--- src/rtl/ram_arbiter_pkg.sv ---
// Shared types for the multicore RAM-port arbiter: word/RAM-state types and FSM encodings.
// The RAM model and the caches use the same ramstate_t encoding.
package ram_arbiter_pkg;

  typedef logic [31:0] word_t;

  typedef enum logic [1:0] {
    FREE   = 2'd0,
    BUSY   = 2'd1,
    ACCESS = 2'd2,
    ERROR  = 2'd3
  } ramstate_t;

  localparam logic [0:0] S_IDLE = 1'b0;
  localparam logic [0:0] S_BUSY = 1'b1;

endpackage

--- src/rtl/ram_arbiter_if.sv ---
// Bundle of per-core cache requests and the shared RAM port.
// The slave side is the arbiter; the master side is the caches plus the RAM model.
interface ram_arbiter_if
  import ram_arbiter_pkg::*;
#(
  parameter int CPUS = 2
);
  logic [CPUS-1:0]        iREN;
  logic [CPUS-1:0]        dREN;
  logic [CPUS-1:0]        dWEN;
  word_t [CPUS-1:0]       iaddr;
  word_t [CPUS-1:0]       daddr;
  word_t [CPUS-1:0]       dstore;
  logic [CPUS-1:0]        iwait;
  logic [CPUS-1:0]        dwait;
  word_t [CPUS-1:0]       iload;
  word_t [CPUS-1:0]       dload;
  logic                   ramREN;
  logic                   ramWEN;
  word_t                  ramaddr;
  word_t                  ramstore;
  word_t                  ramload;
  ramstate_t              ramstate;
  logic                   arb_timeout;

  modport slave (
    input  iREN, dREN, dWEN, iaddr, daddr, dstore, ramload, ramstate,
    output iwait, dwait, iload, dload, ramREN, ramWEN, ramaddr, ramstore, arb_timeout
  );

  modport master (
    output iREN, dREN, dWEN, iaddr, daddr, dstore, ramload, ramstate,
    input  iwait, dwait, iload, dload, ramREN, ramWEN, ramaddr, ramstore, arb_timeout
  );
endinterface

--- src/rtl/ram_arbiter_rr_picker.sv ---
// Combinational round-robin picker: first active request at or after ptr, wrapping modulo N.
module rr_picker #(
  parameter int N  = 4,
  parameter int PW = (N > 1) ? $clog2(N) : 1
) (
  input  logic [N-1:0]  req,
  input  logic [PW-1:0] ptr,
  output logic          valid,
  output logic [PW-1:0] idx
);
  logic [N-1:0]  rot;
  logic [PW-1:0] off;

  // rot[k] is the request k positions after ptr
  always_comb begin
    rot = '0;
    for (int k = 0; k < N; k++) begin
      rot[k] = req[PW'((int'(ptr) + k) % N)];
    end
    valid = |rot;
    off = '0;
    for (int k = N - 1; k >= 0; k--) begin
      if (rot[k]) off = PW'(k);
    end
    idx = PW'((int'(ptr) + int'(off)) % N);
  end
endmodule

--- src/rtl/ram_arbiter.sv ---
// Round-robin arbiter sharing one RAM port among 2*CPUS cache requesters (D of core c = 2c, I = 2c+1).
// One word access per grant; a watchdog abandons accesses the RAM never completes.
module ram_arbiter
  import ram_arbiter_pkg::*;
#(
  parameter int CPUS    = 2,
  parameter int TIMEOUT = 255
) (
  input logic          CLK,
  input logic          RST,
  ram_arbiter_if.slave bus
);
  localparam int N  = 2 * CPUS;
  localparam int PW = $clog2(N);
  localparam int CW = (CPUS > 1) ? $clog2(CPUS) : 1;
  localparam int WW = $clog2(TIMEOUT + 1);

  logic [0:0]    state;
  logic [PW-1:0] ptr, grant, pick_idx, ptr_next;
  logic [WW-1:0] wdog, wdog_inc;
  logic [N-1:0]  req;
  logic [CW-1:0] gcore;
  logic          pick_valid, is_i, grant_live, hit, tmo, timeout_q;
  logic          ren, wen;
  word_t         addr, store;

  always_comb begin
    req = '0;
    for (int c = 0; c < CPUS; c++) begin
      req[2*c]   = bus.dREN[c] | bus.dWEN[c];
      req[2*c+1] = bus.iREN[c];
    end
  end

  rr_picker #(.N(N), .PW(PW)) u_pick (
    .req   (req),
    .ptr   (ptr),
    .valid (pick_valid),
    .idx   (pick_idx)
  );

  assign gcore      = CW'(grant >> 1);
  assign is_i       = grant[0];
  assign grant_live = req[grant];
  assign hit        = (state == S_BUSY) && grant_live && (bus.ramstate == ACCESS);
  assign wdog_inc   = wdog + WW'(1);
  assign tmo        = (wdog_inc == WW'(TIMEOUT));
  assign ptr_next   = (grant == PW'(N - 1)) ? '0 : grant + PW'(1);

  // A dropped request or a completed access both release the grant and demote it
  always_ff @(posedge CLK) begin
    if (RST) begin
      state     <= S_IDLE;
      ptr       <= '0;
      grant     <= '0;
      wdog      <= '0;
      timeout_q <= 1'b0;
    end else begin
      case (state)
        S_IDLE: begin
          if (pick_valid) begin
            grant <= pick_idx;
            wdog  <= '0;
            state <= S_BUSY;
          end
        end
        default: begin
          if (!grant_live || bus.ramstate == ACCESS) begin
            state <= S_IDLE;
            ptr   <= ptr_next;
          end else if (tmo) begin
            timeout_q <= 1'b1;
            wdog      <= wdog_inc;
            state     <= S_IDLE;
            ptr       <= ptr_next;
          end else begin
            wdog <= wdog_inc;
          end
        end
      endcase
    end
  end

  always_comb begin
    ren       = 1'b0;
    wen       = 1'b0;
    addr      = '0;
    store     = '0;
    bus.iwait = '1;
    bus.dwait = '1;
    if (state == S_BUSY) begin
      if (is_i) begin
        ren  = 1'b1;
        addr = bus.iaddr[gcore];
      end else begin
        wen   = bus.dWEN[gcore];
        ren   = bus.dREN[gcore] & ~bus.dWEN[gcore];
        addr  = bus.daddr[gcore];
        store = bus.dstore[gcore];
      end
      if (hit) begin
        if (is_i) bus.iwait[gcore] = 1'b0;
        else      bus.dwait[gcore] = 1'b0;
      end
      if (!(ren || wen)) begin
        addr  = '0;
        store = '0;
      end
    end
    for (int c = 0; c < CPUS; c++) begin
      bus.iload[c] = bus.ramload;
      bus.dload[c] = bus.ramload;
    end
  end

  assign bus.ramREN      = ren;
  assign bus.ramWEN      = wen;
  assign bus.ramaddr     = addr;
  assign bus.ramstore    = store;
  assign bus.arb_timeout = timeout_q;
endmodule

--- src/flat_wrapper.sv ---
// flat-port wrapper written by rule: the top's interface ports become plain ports
module ram_arbiter_flat import ram_arbiter_pkg::*;
#(
  parameter int CPUS    = 2,
  parameter int TIMEOUT = 255
)
  (CLK, RST, bus_iREN, bus_dREN, bus_dWEN, bus_iaddr, bus_daddr, bus_dstore, bus_ramload, bus_ramstate, bus_iwait, bus_dwait, bus_iload, bus_dload, bus_ramREN, bus_ramWEN, bus_ramaddr, bus_ramstore, bus_arb_timeout);
  ram_arbiter_if #(.CPUS(CPUS)) bus_i ();
  input logic CLK;
  input logic RST;
  input wire logic [$bits(bus_i.iREN)-1:0] bus_iREN;
  input wire logic [$bits(bus_i.dREN)-1:0] bus_dREN;
  input wire logic [$bits(bus_i.dWEN)-1:0] bus_dWEN;
  input wire logic [$bits(bus_i.iaddr)-1:0] bus_iaddr;
  input wire logic [$bits(bus_i.daddr)-1:0] bus_daddr;
  input wire logic [$bits(bus_i.dstore)-1:0] bus_dstore;
  input wire logic [$bits(bus_i.ramload)-1:0] bus_ramload;
  input wire logic [$bits(bus_i.ramstate)-1:0] bus_ramstate;
  output wire logic [$bits(bus_i.iwait)-1:0] bus_iwait;
  output wire logic [$bits(bus_i.dwait)-1:0] bus_dwait;
  output wire logic [$bits(bus_i.iload)-1:0] bus_iload;
  output wire logic [$bits(bus_i.dload)-1:0] bus_dload;
  output wire logic [$bits(bus_i.ramREN)-1:0] bus_ramREN;
  output wire logic [$bits(bus_i.ramWEN)-1:0] bus_ramWEN;
  output wire logic [$bits(bus_i.ramaddr)-1:0] bus_ramaddr;
  output wire logic [$bits(bus_i.ramstore)-1:0] bus_ramstore;
  output wire logic [$bits(bus_i.arb_timeout)-1:0] bus_arb_timeout;
  assign bus_i.iREN = bus_iREN;
  assign bus_i.dREN = bus_dREN;
  assign bus_i.dWEN = bus_dWEN;
  assign bus_i.iaddr = bus_iaddr;
  assign bus_i.daddr = bus_daddr;
  assign bus_i.dstore = bus_dstore;
  assign bus_i.ramload = bus_ramload;
  assign bus_i.ramstate = bus_ramstate;
  assign bus_iwait = bus_i.iwait;
  assign bus_dwait = bus_i.dwait;
  assign bus_iload = bus_i.iload;
  assign bus_dload = bus_i.dload;
  assign bus_ramREN = bus_i.ramREN;
  assign bus_ramWEN = bus_i.ramWEN;
  assign bus_ramaddr = bus_i.ramaddr;
  assign bus_ramstore = bus_i.ramstore;
  assign bus_arb_timeout = bus_i.arb_timeout;
  ram_arbiter #(.CPUS(CPUS), .TIMEOUT(TIMEOUT)) u_core (.CLK(CLK), .RST(RST), .bus(bus_i));
endmodule
--- config.mk ---
export PLATFORM = sky130hd
export DESIGN_NAME = ram_arbiter_flat
export DESIGN_NICKNAME = d
export VERILOG_FILES = /design/src/rtl/ram_arbiter_pkg.sv /design/src/rtl/ram_arbiter_if.sv /design/src/rtl/ram_arbiter_rr_picker.sv /design/src/rtl/ram_arbiter.sv /design/src/flat_wrapper.sv
export SDC_FILE = /design/constraint.sdc
export NUM_CORES = 1
export LEC_CHECK = 0
export ABC_AREA = 1
export CAP_MARGIN = 20
export CELL_PAD_IN_SITES_DETAIL_PLACEMENT = 0
export CELL_PAD_IN_SITES_GLOBAL_PLACEMENT = 2
export CORE_MARGIN = 3
export CORE_UTILIZATION = 11
export CTS_CLUSTER_SIZE = 40
export DETAILED_ROUTE_END_ITERATION = 6
export GPL_TIMING_DRIVEN = 0
export PLACE_DENSITY = 0.9
export SYNTH_ARGS = -nofsm -noshare
export SYNTH_HDL_FRONTEND = slang
export SYNTH_HIERARCHICAL = 1
export SYNTH_SLANG_ARGS = --single-unit
export TNS_END_PERCENT = 20
--- constraint.sdc ---
create_clock -name CLK -period 3 [get_ports CLK]
set_clock_uncertainty 0.1 [all_clocks]
set_input_delay 0.75 -clock CLK [delete_from_list [all_inputs] [get_ports CLK]]
set_output_delay 0.75 -clock CLK [all_outputs]
set_load 0.005 [all_outputs]
# Yosys cells after proc, flatten, opt, wreduce, memory -nomap -nowiden
# Cells that the tools add are included.
dict set report word_totals {
  reg_bits 14
  input_bits 234
  output_inout_bits 199
  word_cells 100
}
dict set report op_classes {
  add_sub_neg 6
  order_cmp 7
  n_eq_ne 4
  muxes 58
  bitwise 7
  n_reduce_logical 13
}
# op count
set ops {}
lappend ops {{two-way mux 32 bit} 12}
lappend ops {{two-way mux 2 bit} 13}
lappend ops {{two-way mux 1 bit} 24}
lappend ops {{two-way mux 8 bit} 3}
lappend ops {{< comparator 2 x 4 -> 1 bit, second input constant} 4}
lappend ops {{binary-select mux 1 bit (select 2 bit)} 5}
lappend ops {{adder 8 x 1 -> 8 bit, second input constant} 1}
lappend ops {{== test 8 bit, second input constant} 1}
lappend ops {{AND reduction 2 bit} 3}
lappend ops {{adder 2 x 1 -> 2 bit, second input constant} 2}
lappend ops {{adder 2 bit, second input constant} 2}
lappend ops {{== test 2 bit, second input constant} 2}
lappend ops {{nonzero test 2 bit} 2}
lappend ops {{OR reduction 4 bit} 1}
lappend ops {{logical AND 1 bit} 3}
lappend ops {{< comparator 2 x 3 -> 1 bit, second input constant} 1}
lappend ops {{NOT 1 bit} 3}
lappend ops {{AND reduction 3 bit} 1}
lappend ops {{adder 2 bit} 1}
lappend ops {{logical OR 1 bit} 2}
lappend ops {{< comparator 1 x 2 -> 1 bit, second input constant} 1}
lappend ops {{inequality test 2 bit, second input constant} 1}
lappend ops {{NOT 2 bit} 1}
lappend ops {{bitwise OR 1 bit} 2}
lappend ops {{other kinds (4)} 4}

# Longest topological paths before layout
dict set report logic_depth {
  word_depth 9
  mapped_depth 15
  ltp_nobuf 15
}

# Hierarchy
# The synthesis kept the hierarchy.
# module n_inst cells_each area_each_um2 seq_area_each_um2
set modules_own_cells {}
lappend modules_own_cells {ram_arbiter 1 587 3395.8 280.3}
lappend modules_own_cells {rr_picker 1 56 259.0 0.0}

# Least setup slack after synthesis
# No wires, ideal clock.
dict set report synth_path {
  kind {input to register}
  from {in bus_dREN[1]}
  to {reg u_core.grant[1]}
  setup_ps 134
  arrival_ps 2216
  required_time_ps 2766
  slack_ps 549
  path_stages 15
  n_path_buf 0
  path_cell_list {or2_2 > inv_1 > nand2_1 > nand2_1 > nand2_1 > nand2_1 > nand3_1 > a21oi_1 > ha_1 > xor2_1 > inv_1 > nand3_1 > nand2_1 > o21ai_0 > a21oi_1}
}
dict set report synth_via {
  elab_chain_cells 9
  word_cells_on_any_way 20
  cone_classes {1 x add/sub; 16 x mux; 1 x bitwise; 2 x reduce/logical}
}
# element line_no
set synth_lines {}
lappend synth_lines {{start: declaration} flat_wrapper.sv:12} ;# input wire logic [$bits(bus_i.dREN)-1:0] bus_dREN;
lappend synth_lines {{bitwise OR 1 bit *} ram_arbiter.sv:30} ;# req[2*c] = bus.dREN[c] | bus.dWEN[c];
lappend synth_lines {{binary-select mux 1 bit (select 2 bit)} ram_arbiter_rr_picker.sv:18} ;# rot[k] = req[PW'((int'(ptr) + k) % N)];
lappend synth_lines {{two-way mux 1 bit (not written as such) (2 in series)} ram_arbiter_rr_picker.sv:18}
lappend synth_lines {{two-way mux 2 bit (3 in series)} ram_arbiter_rr_picker.sv:23} ;# if (rot[k]) off = PW'(k);
lappend synth_lines {{two-way mux 2 bit *} ram_arbiter_rr_picker.sv:23}
lappend synth_lines {{adder 2 bit *} ram_arbiter_rr_picker.sv:25} ;# idx = PW'((int'(ptr) + int'(off)) % N);
lappend synth_lines {{via u_core.pick_idx[1]} ram_arbiter.sv:19} ;# logic [PW-1:0] ptr, grant, pick_idx, ptr_next;
lappend synth_lines {{end signal: assignment} ram_arbiter.sv:62} ;# grant <= pick_idx;
lappend synth_lines {{end: declaration} ram_arbiter.sv:19}
# The timed path passes the listed nets; every way through them passes the cells marked *. The select of a mux whose other input is x is not followed.
# A chain may end at the register's enable or synchronous reset.

# Worst setup path after layout
dict set report layout_path {
  from {in bus_dWEN[1]}
  to {out bus_ramstore[0]}
}
dict set report layout_via {
  elab_chain_cells 9
  word_cells_on_any_way 11
  cone_classes {8 x mux; 2 x bitwise; 1 x reduce/logical}
}
# element line_no
set layout_lines {}
lappend layout_lines {{start: declaration} flat_wrapper.sv:13} ;# input wire logic [$bits(bus_i.dWEN)-1:0] bus_dWEN;
lappend layout_lines {{two-way mux 1 bit (not written as such) * (2 in series)} {ram_arbiter.sv:96, ram_arbiter.sv:97}}
lappend layout_lines {{NOT 1 bit} ram_arbiter.sv:97} ;# ren = bus.dREN[gcore] & ~bus.dWEN[gcore];
lappend layout_lines {{bitwise AND 1 bit} ram_arbiter.sv:97}
lappend layout_lines {{two-way mux 1 bit} ram_arbiter.sv:92} ;# if (is_i) begin
lappend layout_lines {{two-way mux 1 bit} ram_arbiter.sv:91} ;# if (state == S_BUSY) begin
lappend layout_lines {{logical OR 1 bit *} ram_arbiter.sv:105} ;# if (!(ren || wen)) begin
lappend layout_lines {{two-way mux 32 bit *} ram_arbiter.sv:105}
lappend layout_lines {{two-way mux 32 bit *} ram_arbiter.sv:91}
lappend layout_lines {{end: declaration} flat_wrapper.sv:26} ;# output wire logic [$bits(bus_i.ramstore)-1:0] bus_ramstore;
# Mark *: on every way between the ends. The rest lies on a longest branch, timed or not. The select of a mux whose other input is x is not followed.

==> reports/qor.csv <==
stage;metric;value;unit
run_status;outcome;finished, final reports clean;
power;worst ir drop on vdd;0.000216;V
logic_synthesis;commonest cells in the netlist;133 x nand2_1, 129 x buf_4, 103 x nor2_1;
drt;WL per Instance;15.9;µm
placed_design;gpl congestion;0.780;
global_route;Overflow after GRT;0;
logic_synthesis;Post-synth EDFFs;0;
sta;Fin Hold WS;363;ps
clocking;clk buf depth;2;
worst_setup_path;CP Capture Type;output port;
sta;worst-margin pin slew;647;ps
worst_setup_path;crit-path cells;buf_8 > nor2_4 > nor3_2 > inv_2 > a21oi_4 > buf_12 > nand2_8 > buf_6 > buf_8 > a21oi_2 > buf_2;
floorplanning;Initial Utilization;11.2;%
floorplanning;# rows;66;
global_route;vias in the first global route;5771;
power;Flop pwr share;8.0;%
clocking;CTS root buf;clkbuf_16;
power;Int Pwr;1.58;mW
logic_synthesis;most common cell in the netlist;nand2_1;
clocking;hold_buf cts;0;
floorplanning;io pins;433;
logic_synthesis;Synth async-reset ratio;0;%
min_path;HP Class;reg2reg;
logic_synthesis;Avg Cell Area, Syn;5.68;µm²
power;P_sw;1.20;mW
sta;endpoints failing setup;0;
floorplanning;Die ar.;35400;µm²
worst_setup_path;startpoint types;primary input;
logic_synthesis;xor/xnor cell area share of the yosys netlist;0.240;%
sta;Fin Setup TNS;0;ps
placed_design;HPWL after DPL;20300;µm
power;Clock power frac;10.1;%
drt;DRT Wirelength;24100;µm
power;Logic pwr share;81.9;%
min_path;WHS Endpoint;u_core/bus.arb_timeout;
clocking;Clock Latency Late Sink;240;ps
worst_setup_path;slowest stage delay, CP;200;ps
global_route;Tot GR Track Use;12.6;%
worst_setup_path;R2R Path End;u_core/grant[1];
logic_synthesis;post-synthesis mux area share;5.20;%
worst_setup_path;cells on worst reg2reg path;15;
logic_synthesis;Synth Area in Simple Gates;30.8;%
layout;final net count;1313;
logic_synthesis;FF+latch count, synth;14;
worst_setup_path;cell family with the largest share of critical-path delay;buffers and inverters;
layout;layout cells sized above 1;27.6;%
logic_synthesis;largest family of logic cells by synthesized area;buffers and inverters;
power;Power per Cell Area;317;nW/µm²
sta;final-report max-slew violation count;0;
logic_synthesis;Synth Instances;643;
logic_synthesis;top cells by area, synth;buf_4 26%, nand2_1 14%, nor2_1 11%;
worst_setup_path;maximum fanout along the worst path;6;
worst_setup_path;CP Data Arrival Time;2130;ps
clocking;H-tree Lvls;1;
logic_synthesis;Yosys top cell area share;26.5;%
logic_synthesis;Top FF cell, synth;dfxtp_1;
worst_setup_path;R2R Path Start;u_core/ptr[0];
drt;vias per cell;3.70;
logic_synthesis;Synth Area in Compound Gates;19.1;%
floorplanning;height of the die;188;µm
sta;period utilization;99.4;%
clocking;Reg clk slew, reported paths;50;ps
global_route;first-pass GRT wire length;34800;µm
drt;first drt pass iteration count;5;
worst_setup_path;Crit Path Category;in2out;
global_route;initial antenna violation count;0;
min_path;HP Start;u_core/bus.arb_timeout;
worst_setup_path;WP buf/inv;6;
power;leakage;3.76;nW
sta;Fin. Hold Viols;0;
logic_synthesis;synthesized-area fraction occupied by adder cells;2.74;%
drt;initial drt markers;184;
min_path;worst hold stages;1;
clocking;Num CTS Buffers;3;
clocking;CTS tree;built;
sta;clock period minus worst slack;2980;ps
logic_synthesis;Syn Nets;885;
logic_synthesis;Ys Warns;6;
worst_setup_path;Req. time, crit path;2150;ps
logic_synthesis;Mapped Area;3650;µm²
logic_synthesis;Synth area leader;buf_4;
power;Sw Ratio;43.2;%
global_route;largest net degree at the start of global routing;12;
floorplanning;die width;188;µm
sta;setup repair after global routing missed its margin;yes;
logic_synthesis;Yosys cell types;30;
layout;synthesis-to-finish area growth;140;%
flow_run;number of max-cap violations;0;
sta;Fmax;335;MHz
drt;Final ANT Viol Nets;0;
layout;n_diodes;0;
layout;fin util;26.9;%
clocking;Clock Sinks;14;
floorplanning;core area;32600;µm²
worst_setup_path;Slowest-stage cell, CP;nor3_2;
drt;Post-route DRC;0;
worst_setup_path;Reg2Reg Setup Slack;920;ps
sta;relative slew slack;56.9;%
drt;routed vias;5587;
logic_synthesis;post-synthesis sequential area ratio;7.67;%
placed_design;PortBufs;399;
worst_setup_path;most used cell, CP;buf_8;
-- what timing repair did --
item,CTS,global route
setup buffers,18,5
gates resized for setup,314,36
endpoints found under the setup margin,70,58
cloned,2,1
endpoints found under the hold margin,0,0
pin swaps,4,3
-- stage by stage --
| stage | std cells | setup slack, ps | total power, mW | cell area (µm²) |
|---|---|---|---|---|
| final | 1512 | 18.9 | 2.79 | 8780 |
| after global routing | 1512 | -65.2 | 3.01 | 8780 |
| after CTS | 1507 | -40.4 | 2.75 | 8620 |
| after detailed placement | 1484 | -1090 | 2.25 | 8200 |
| after global placement | 1484 | -1120 | 2.25 | 8200 |
| after floorplan | 643 | 549 | 1.12 | 3650 |
-- worst register-to-register path: stages (launching register included) --
cell and delay [ps]:
dfxtp_1 330, buf_6 150, inv_4 80, nand2_1 80
nand2_1 60, nand2_1 40, nand2_1 110, nand3_1 80
a21oi_1 140, ha_1 180, xor2_1 190, inv_1 60
nand3_1 80, nand2_1 50, o21ai_0 150, a21oi_1 60
-- registers in the layout, summed over array words and instances (netlist names) --
name / flops
u_core/ptr: 2
u_core/bus.arb_timeout: 1
u_core/state: 1
u_core/wdog: 8
u_core/grant: 2
-- cells by family after synthesis --
logic type,after synthesis
simple gates,278
mux,19
flops,14
fa+ha+maj,8
buf+inv,191
xor+xnor,1
compound gates,132
-- layer usage --
metal / vias to the layer above / wire length (µm) / track usage, %
met5: - / 0 / 0
met4: 0 / 420 / 2.22
met3: 22 / 1390 / 2.44
met2: 210 / 12300 / 23.2
met1: 2545 / 9980 / 15.2
li1: 2810 / - / -
-- cells in the final DEF, fill, tap and decap left out, types with 15 or more instances in the layout --
cell type        count
clkdlybuf4s50_1    325
inv_1               20
nor2_1             101
buf_2               42
buf_6               15
a21oi_2             17
nand2_1            132
nand3_1             24
buf_4              141
a21oi_1             40
mux2i_1             19
o21ai_0             45
dlygate4sd2_1       20
-- power groups by stage --
stage	Clock (mW)	Sequential [mW]	Combinational, mW
after CTS	0.289	0.226	2.23
after global placement	0	0.227	2.03
after global routing	0.295	0.226	2.49
after detailed placement	0	0.227	2.03
after floorplan	0	0.221	0.902
final	0.282	0.224	2.28
-- how the worst max path moves through the flow --
stage	from	endpoint	slack (ps)	depth (start not counted)
5_1_grt	u_core/grant[1]	bus_ramstore[0]	-70	12
2_1_floorplan	bus_dREN[1]	u_core/grant[1]	550	15
3_3_place_gp	bus_dWEN[0]	bus_ramstore[13]	-1120	9
4_1_cts	bus_dREN[1]	bus_ramaddr[1]	-40	10
3_5_place_dp	bus_dWEN[0]	bus_ramstore[13]	-1090	9
6_report	bus_dWEN[1]	bus_ramstore[0]	20	11
-- layout make-up --
| type | count | area, µm² |
|---|---|---|
| buffer | 164 | 1260 |
| clock buffer | 4 | 88.8 |
| fill | 3612 | 23800 |
| inverter | 26 | 130 |
| multi-input combinational | 438 | 2400 |
| sequential | 14 | 288 |
| tap | 442 | 553 |
| timing repair buffer | 424 | 4060 |
Note: power is estimated with default switching activity, not from simulation.
==> RTL edit 1 (same settings) <==
Make the reset (`RST`) asynchronous in one clocked block.
--- a/src/rtl/ram_arbiter.sv
+++ b/src/rtl/ram_arbiter.sv
@@ -49,5 +49,5 @@
 
   // A dropped request or a completed access both release the grant and demote it
-  always_ff @(posedge CLK) begin
+  always_ff @(posedge CLK or posedge RST) begin
     if (RST) begin
       state     <= S_IDLE;
Formal check against the unedited RTL: differs if RST is asserted again (counterexample within 4 cycles, from zero or initial values and one cycle with RST high); with RST held inactive, the same outputs for 4 cycles.
==> RTL edit 1 against the unedited design <==
  * Sequential share of layout area increased by 0.65 points
  * Cell area increased by 1.9%
  * Critical path type is now reg -> out
  * Fmax decreased by 2.3%
  * First-iteration DRC count increased by 4.3%
  * Largest cell class unchanged
  * Setup slack got worse by 0.070 ns
  * Highest routed layer is now met5
  * Routed wire length increased by 10%
  * Sequential cell count unchanged
  * The flow now finishes with violations (setup timing)
  * Critical path depth increased by 2
  * Synthesized area increased by 3.9%
  * Synthesized cell count increased by 3.0%
  * Cell count increased by 1.9%
Power is not compared: it rests on default switching activity, and its combinational part moved more than twofold at a synthesized area within 25%.
==> RTL edit 1: results (changes against the unedited design) <==
metric,value,unit,change
gp weighted congestion,0.8509,,+9.1%
Mapped Nets,904,,+2.1%
Final Setup Violations,3,,+3
comb_multi_in,427,,-2.5%
Synth area leaders,"buf_4 (26%), nand2_1 (16%), dfrtp_1 (9.2%)",,
critical path startpoint,u_core/grant[1]$_DFFE_PP0P_,,
"Avg Cell Area, Syn",5.736,um2,+0.92%
nets,1336,,+1.8%
r2r startpoint,u_core/ptr[0]$_DFFE_PP0P_,,
RR Endpoint,u_core/grant[1]$_DFFE_PP0P_,,
Synth Flop Type,dfrtp_1,,
sequential cell area share,0.03928,,+0.006520
WL met2,13170,um,+7.3%
clk tree area frac,0.009925,,-0.0001880
M1 GR Usage,0.1585,,+0.006733
setup ws final,-0.05131,ns,-0.07017 ns
met3 wire length,2280,um,+65%
top metal layer carrying routed signals,met5,,
port buffer count,400,,+0.25%
Non-CTS inverters,55,,+110%
met3 GRT Util,0.03559,,+0.01122
GR Util All Layers,0.1348,,+0.009165
Final HPWL DP,22370,um,+9.9%
register area share after synthesis,0.09226,,+0.01557
NonClk Buf Share,0.6212,,+0.01544
max incr delay on CP,0.43,ns,+0.23 ns
vias in the first global route,5900,,+2.2%
status,"complete, but fails checks",,
failing checks,setup timing,,
1st-pass router iterations,4,,-1
area post-placement,0.008362,mm2,+2.0%
bufs w/o clock,593,,+0.85%
Post-synth ARST share,1.000,,+1.000
vias,5722,,+2.4%
num sequential,14,,unchanged
WL met1,10470,um,+4.9%
maximum fanout along the worst path,8,,+2
Post-synth top cells,"nand2_1 (163), buf_4 (129), nor2_1 (75)",,
dpl cells,1510,,+1.8%
relative slew slack,0.6213,,+0.05245
largest net degree at the start of global routing,15,,+3
R2R Setup Slk,0.84,ns,-0.08 ns
Final Cell Area,0.008951,mm2,+1.9%
## RTL edit 1: cell types whose count changed after synthesis, sizes merged, moves of 17 or more
cell   unedited run  this run
nor2            105        76
o21ai            48        72
a21oi            62        41
o22ai            19        36
nand2           140       169
mux2i            19         0
inv              24        55
## RTL edit 1: cells by family after synthesis
group | Yosys count | synth area share
compound gates | 151 | 0.2359
xor+xnor | 1 | 0.002307
fa+ha+maj | 8 | 0.02636
buf+inv | 221 | 0.3644
flops | 14 | 0.09226
simple gates | 267 | 0.2788
## RTL edit 1: how the worst min path moves through the flow
stage | start | to | slack [ns] | cells after the start
floorplan | u_core/bus.arb_timeout$_DFFE_PP0P_ | u_core/bus.arb_timeout$_DFFE_PP0P_ | 0.37 | 1
global placement | u_core/bus.arb_timeout$_DFFE_PP0P_ | u_core/bus.arb_timeout$_DFFE_PP0P_ | 0.36 | 1
detailed placement | u_core/bus.arb_timeout$_DFFE_PP0P_ | u_core/bus.arb_timeout$_DFFE_PP0P_ | 0.37 | 1
CTS | u_core/bus.arb_timeout$_DFFE_PP0P_ | u_core/bus.arb_timeout$_DFFE_PP0P_ | 0.38 | 1
global route | u_core/bus.arb_timeout$_DFFE_PP0P_ | u_core/bus.arb_timeout$_DFFE_PP0P_ | 0.39 | 1
finish | u_core/bus.arb_timeout$_DFFE_PP0P_ | u_core/bus.arb_timeout$_DFFE_PP0P_ | 0.37 | 1
## RTL edit 1: timing repair
item / 4_1_cts / 5_1_grt
setup buffers: 23 / 3
hold endpoints to repair: 0 / 0
gates cloned: 3 / 0
resized for setup: 244 / 36
pin swaps: 6 / 0
endpoints found under the setup margin: 70 / 50
## RTL edit 1: report_power, final
part / internal, mW / switching, mW
clock: 0.202 / 0.0799
combinational: 2.54 / 2.79
sequential: 0.240 / 0.0743
==> RTL edit 2 (config.mk and constraints unchanged) <==
Without the edit above. `TIMEOUT` is set to 255 in 2 places; all go to 510.
--- a/src/rtl/ram_arbiter.sv
+++ b/src/rtl/ram_arbiter.sv
@@ -5,5 +5,5 @@
 #(
   parameter int CPUS    = 2,
-  parameter int TIMEOUT = 255
+  parameter int TIMEOUT = 510
 ) (
   input logic          CLK,
--- a/src/flat_wrapper.sv
+++ b/src/flat_wrapper.sv
@@ -3,5 +3,5 @@
 #(
   parameter int CPUS    = 2,
-  parameter int TIMEOUT = 255
+  parameter int TIMEOUT = 510
 )
   (CLK, RST, bus_iREN, bus_dREN, bus_dWEN, bus_iaddr, bus_daddr, bus_dstore, bus_ramload, bus_ramstate, bus_iwait, bus_dwait, bus_iload, bus_dload, bus_ramREN, bus_ramWEN, bus_ramaddr, bus_ramstore, bus_arb_timeout);
Formal check against the unedited RTL: no difference found for any inputs over 4 cycles, from zero or initial values and one cycle with RST high; that may be too few to reach the edited logic, so the function may still have changed.
==> RTL edit 2 against the unedited design <==
  * Fmax grew 1.8%
  * Synthesized area rose by 9.2%
  * Sequential cell count up 1
  * Cell area is 1.4% higher
  * Die area rose by 8.9%
  * Routed wire length grew 4.7%
  * Critical path depth fell by 3
  * Count of clock-buffer cells in the layout stayed put
  * Total power up 1.1%
  * Setup slack better by 0.053 ns
  * Critical path type is now reg -> out
  * Critical endpoint is now bus_ramREN
  * Largest cell class unchanged
  * Largest power group unchanged
==> RTL edit 2: results (changes against the unedited design) <==
metric,value,unit,change
status,completed,,
"Avg Cell Area, Syn",5.933,um2,+4.4%
fill count,3939,,+9.1%
Yosys warnings,6,,unchanged
GR peak layer,met2,,
first-pass GRT wire length,36030,um,+3.5%
final wirelength,25200,um,+4.7%
DR iter-0 viols,278,,+51%
M1 GR Usage,0.1492,,-0.002575
Switching Share,0.4536,,+0.02185
register area share after synthesis,0.07521,,-0.001475
Post-synth top cells,"buf_4 (129), nand2_1 (128), nor2_1 (125)",,
met2 usage,0.2263,,-0.006097
Mapped Nets,915,,+3.4%
number of antenna violations at the first check in global routing,1,,+1
vias,5626,,+0.70%
gp weighted congestion,0.8029,,+3.0%
relative slew slack,0.6380,,+0.06911
maximum fanout along the worst path,10,,+4
Final HPWL DP,22050,um,+8.4%
drt wl/cell,16.24,um,+2.1%
biggest regs,"u_core/wdog x9, u_core/grant x2, u_core/ptr x2",,
vias in the first global route,5881,,+1.9%
Netlist cell types,34,,+13%
GR Util All Layers,0.1207,,-0.004888
DP Worst Slack,-0.7785,ns,+0.3134 ns
Pleak,3.750,nW,-0.38%
nets,1333,,+1.5%
## RTL edit 2: path summary, 6_finish.rpt
| path | start | cells past startpoint | to | slack (ns) |
|---|---|---|---|---|
| setup / recovery | u_core/grant[0]$_SDFFE_PP0P_ | 8 | bus_ramREN | 0.07 |
| hold / removal | u_core/bus.arb_timeout$_SDFFE_PP0P_ | 2 | u_core/bus.arb_timeout$_SDFFE_PP0P_ | 0.38 |
| setup reg to reg | u_core/ptr[0]$_SDFFE_PP0P_ | 15 | u_core/grant[1]$_SDFFE_PP0P_ | 0.88 |
| hold reg to reg | u_core/bus.arb_timeout$_SDFFE_PP0P_ | 2 | u_core/bus.arb_timeout$_SDFFE_PP0P_ | 0.38 |
## RTL edit 2: area by class of cell
cell class,instances,area share
Inverter,28,0.01601
Sequential cell,15,0.03427
Tap cell,461,0.06475
Clock buffer,4,0.008848
Timing Repair Buffer,415,0.4434
Buffer,165,0.1404
Multi-Input combinational cell,463,0.2923
## RTL edit 2: worst max-delay path, cell delays in order, from the launching register on
cell and delay [ns]:
dfxtp_2 0.38, buf_8 0.16, clkinv_2 0.07, buf_6 0.17
o21ai_2 0.07, a21oi_2 0.06, buf_4 0.13, nor3_1 0.19
clkdlybuf4s50_1 0.59
## RTL edit 2: through the flow
| stage | area, um2 | setup TNS [ns] |
|---|---|---|
| 3_3_place_gp | 8563 | -43.36 |
| 3_5_place_dp | 8563 | -44.63 |
| 4_1_cts | 8746 | -0.09764 |
| 6_report | 8909 | 0 |
| 5_1_grt | 8909 | 0 |
| 2_1_floorplan | 3993 | 0 |
## RTL edit 2: kinds of logic after synthesis
| kind of cell | Yosys count | synth area share |
|---|---|---|
| compound gates | 142 | 0.2294 |
| xor+xnor | 2 | 0.006269 |
| fa+ha+maj | 8 | 0.02507 |
| buf+inv | 195 | 0.3300 |
| flops | 15 | 0.07521 |
| mux | 10 | 0.02507 |
| simple gates | 301 | 0.3090 |
## RTL edit 2: layer usage
layer  share of wire  routed length [um]
met5               0                   0
met4          0.0079                 199
met3           0.062                1560
met2            0.52               13050
met1            0.41               10390
## RTL edit 2: power groups by stage
stage	sequential (mW)	clock, mW	combinational, mW
detailed placement	0.243	0	2.19
global route	0.247	0.275	2.53
finish	0.245	0.260	2.31
floorplan	0.236	0	1.04
CTS	0.240	0.267	2.28
global placement	0.242	0	2.19
## RTL edit 2: repair_timing
action,in CTS,in global routing
endpoints found under the setup margin,70,68
hold buffers,0,0
pin swaps,4,6
resized for setup,300,39
buffers inserted,11,2
cloned,1,2
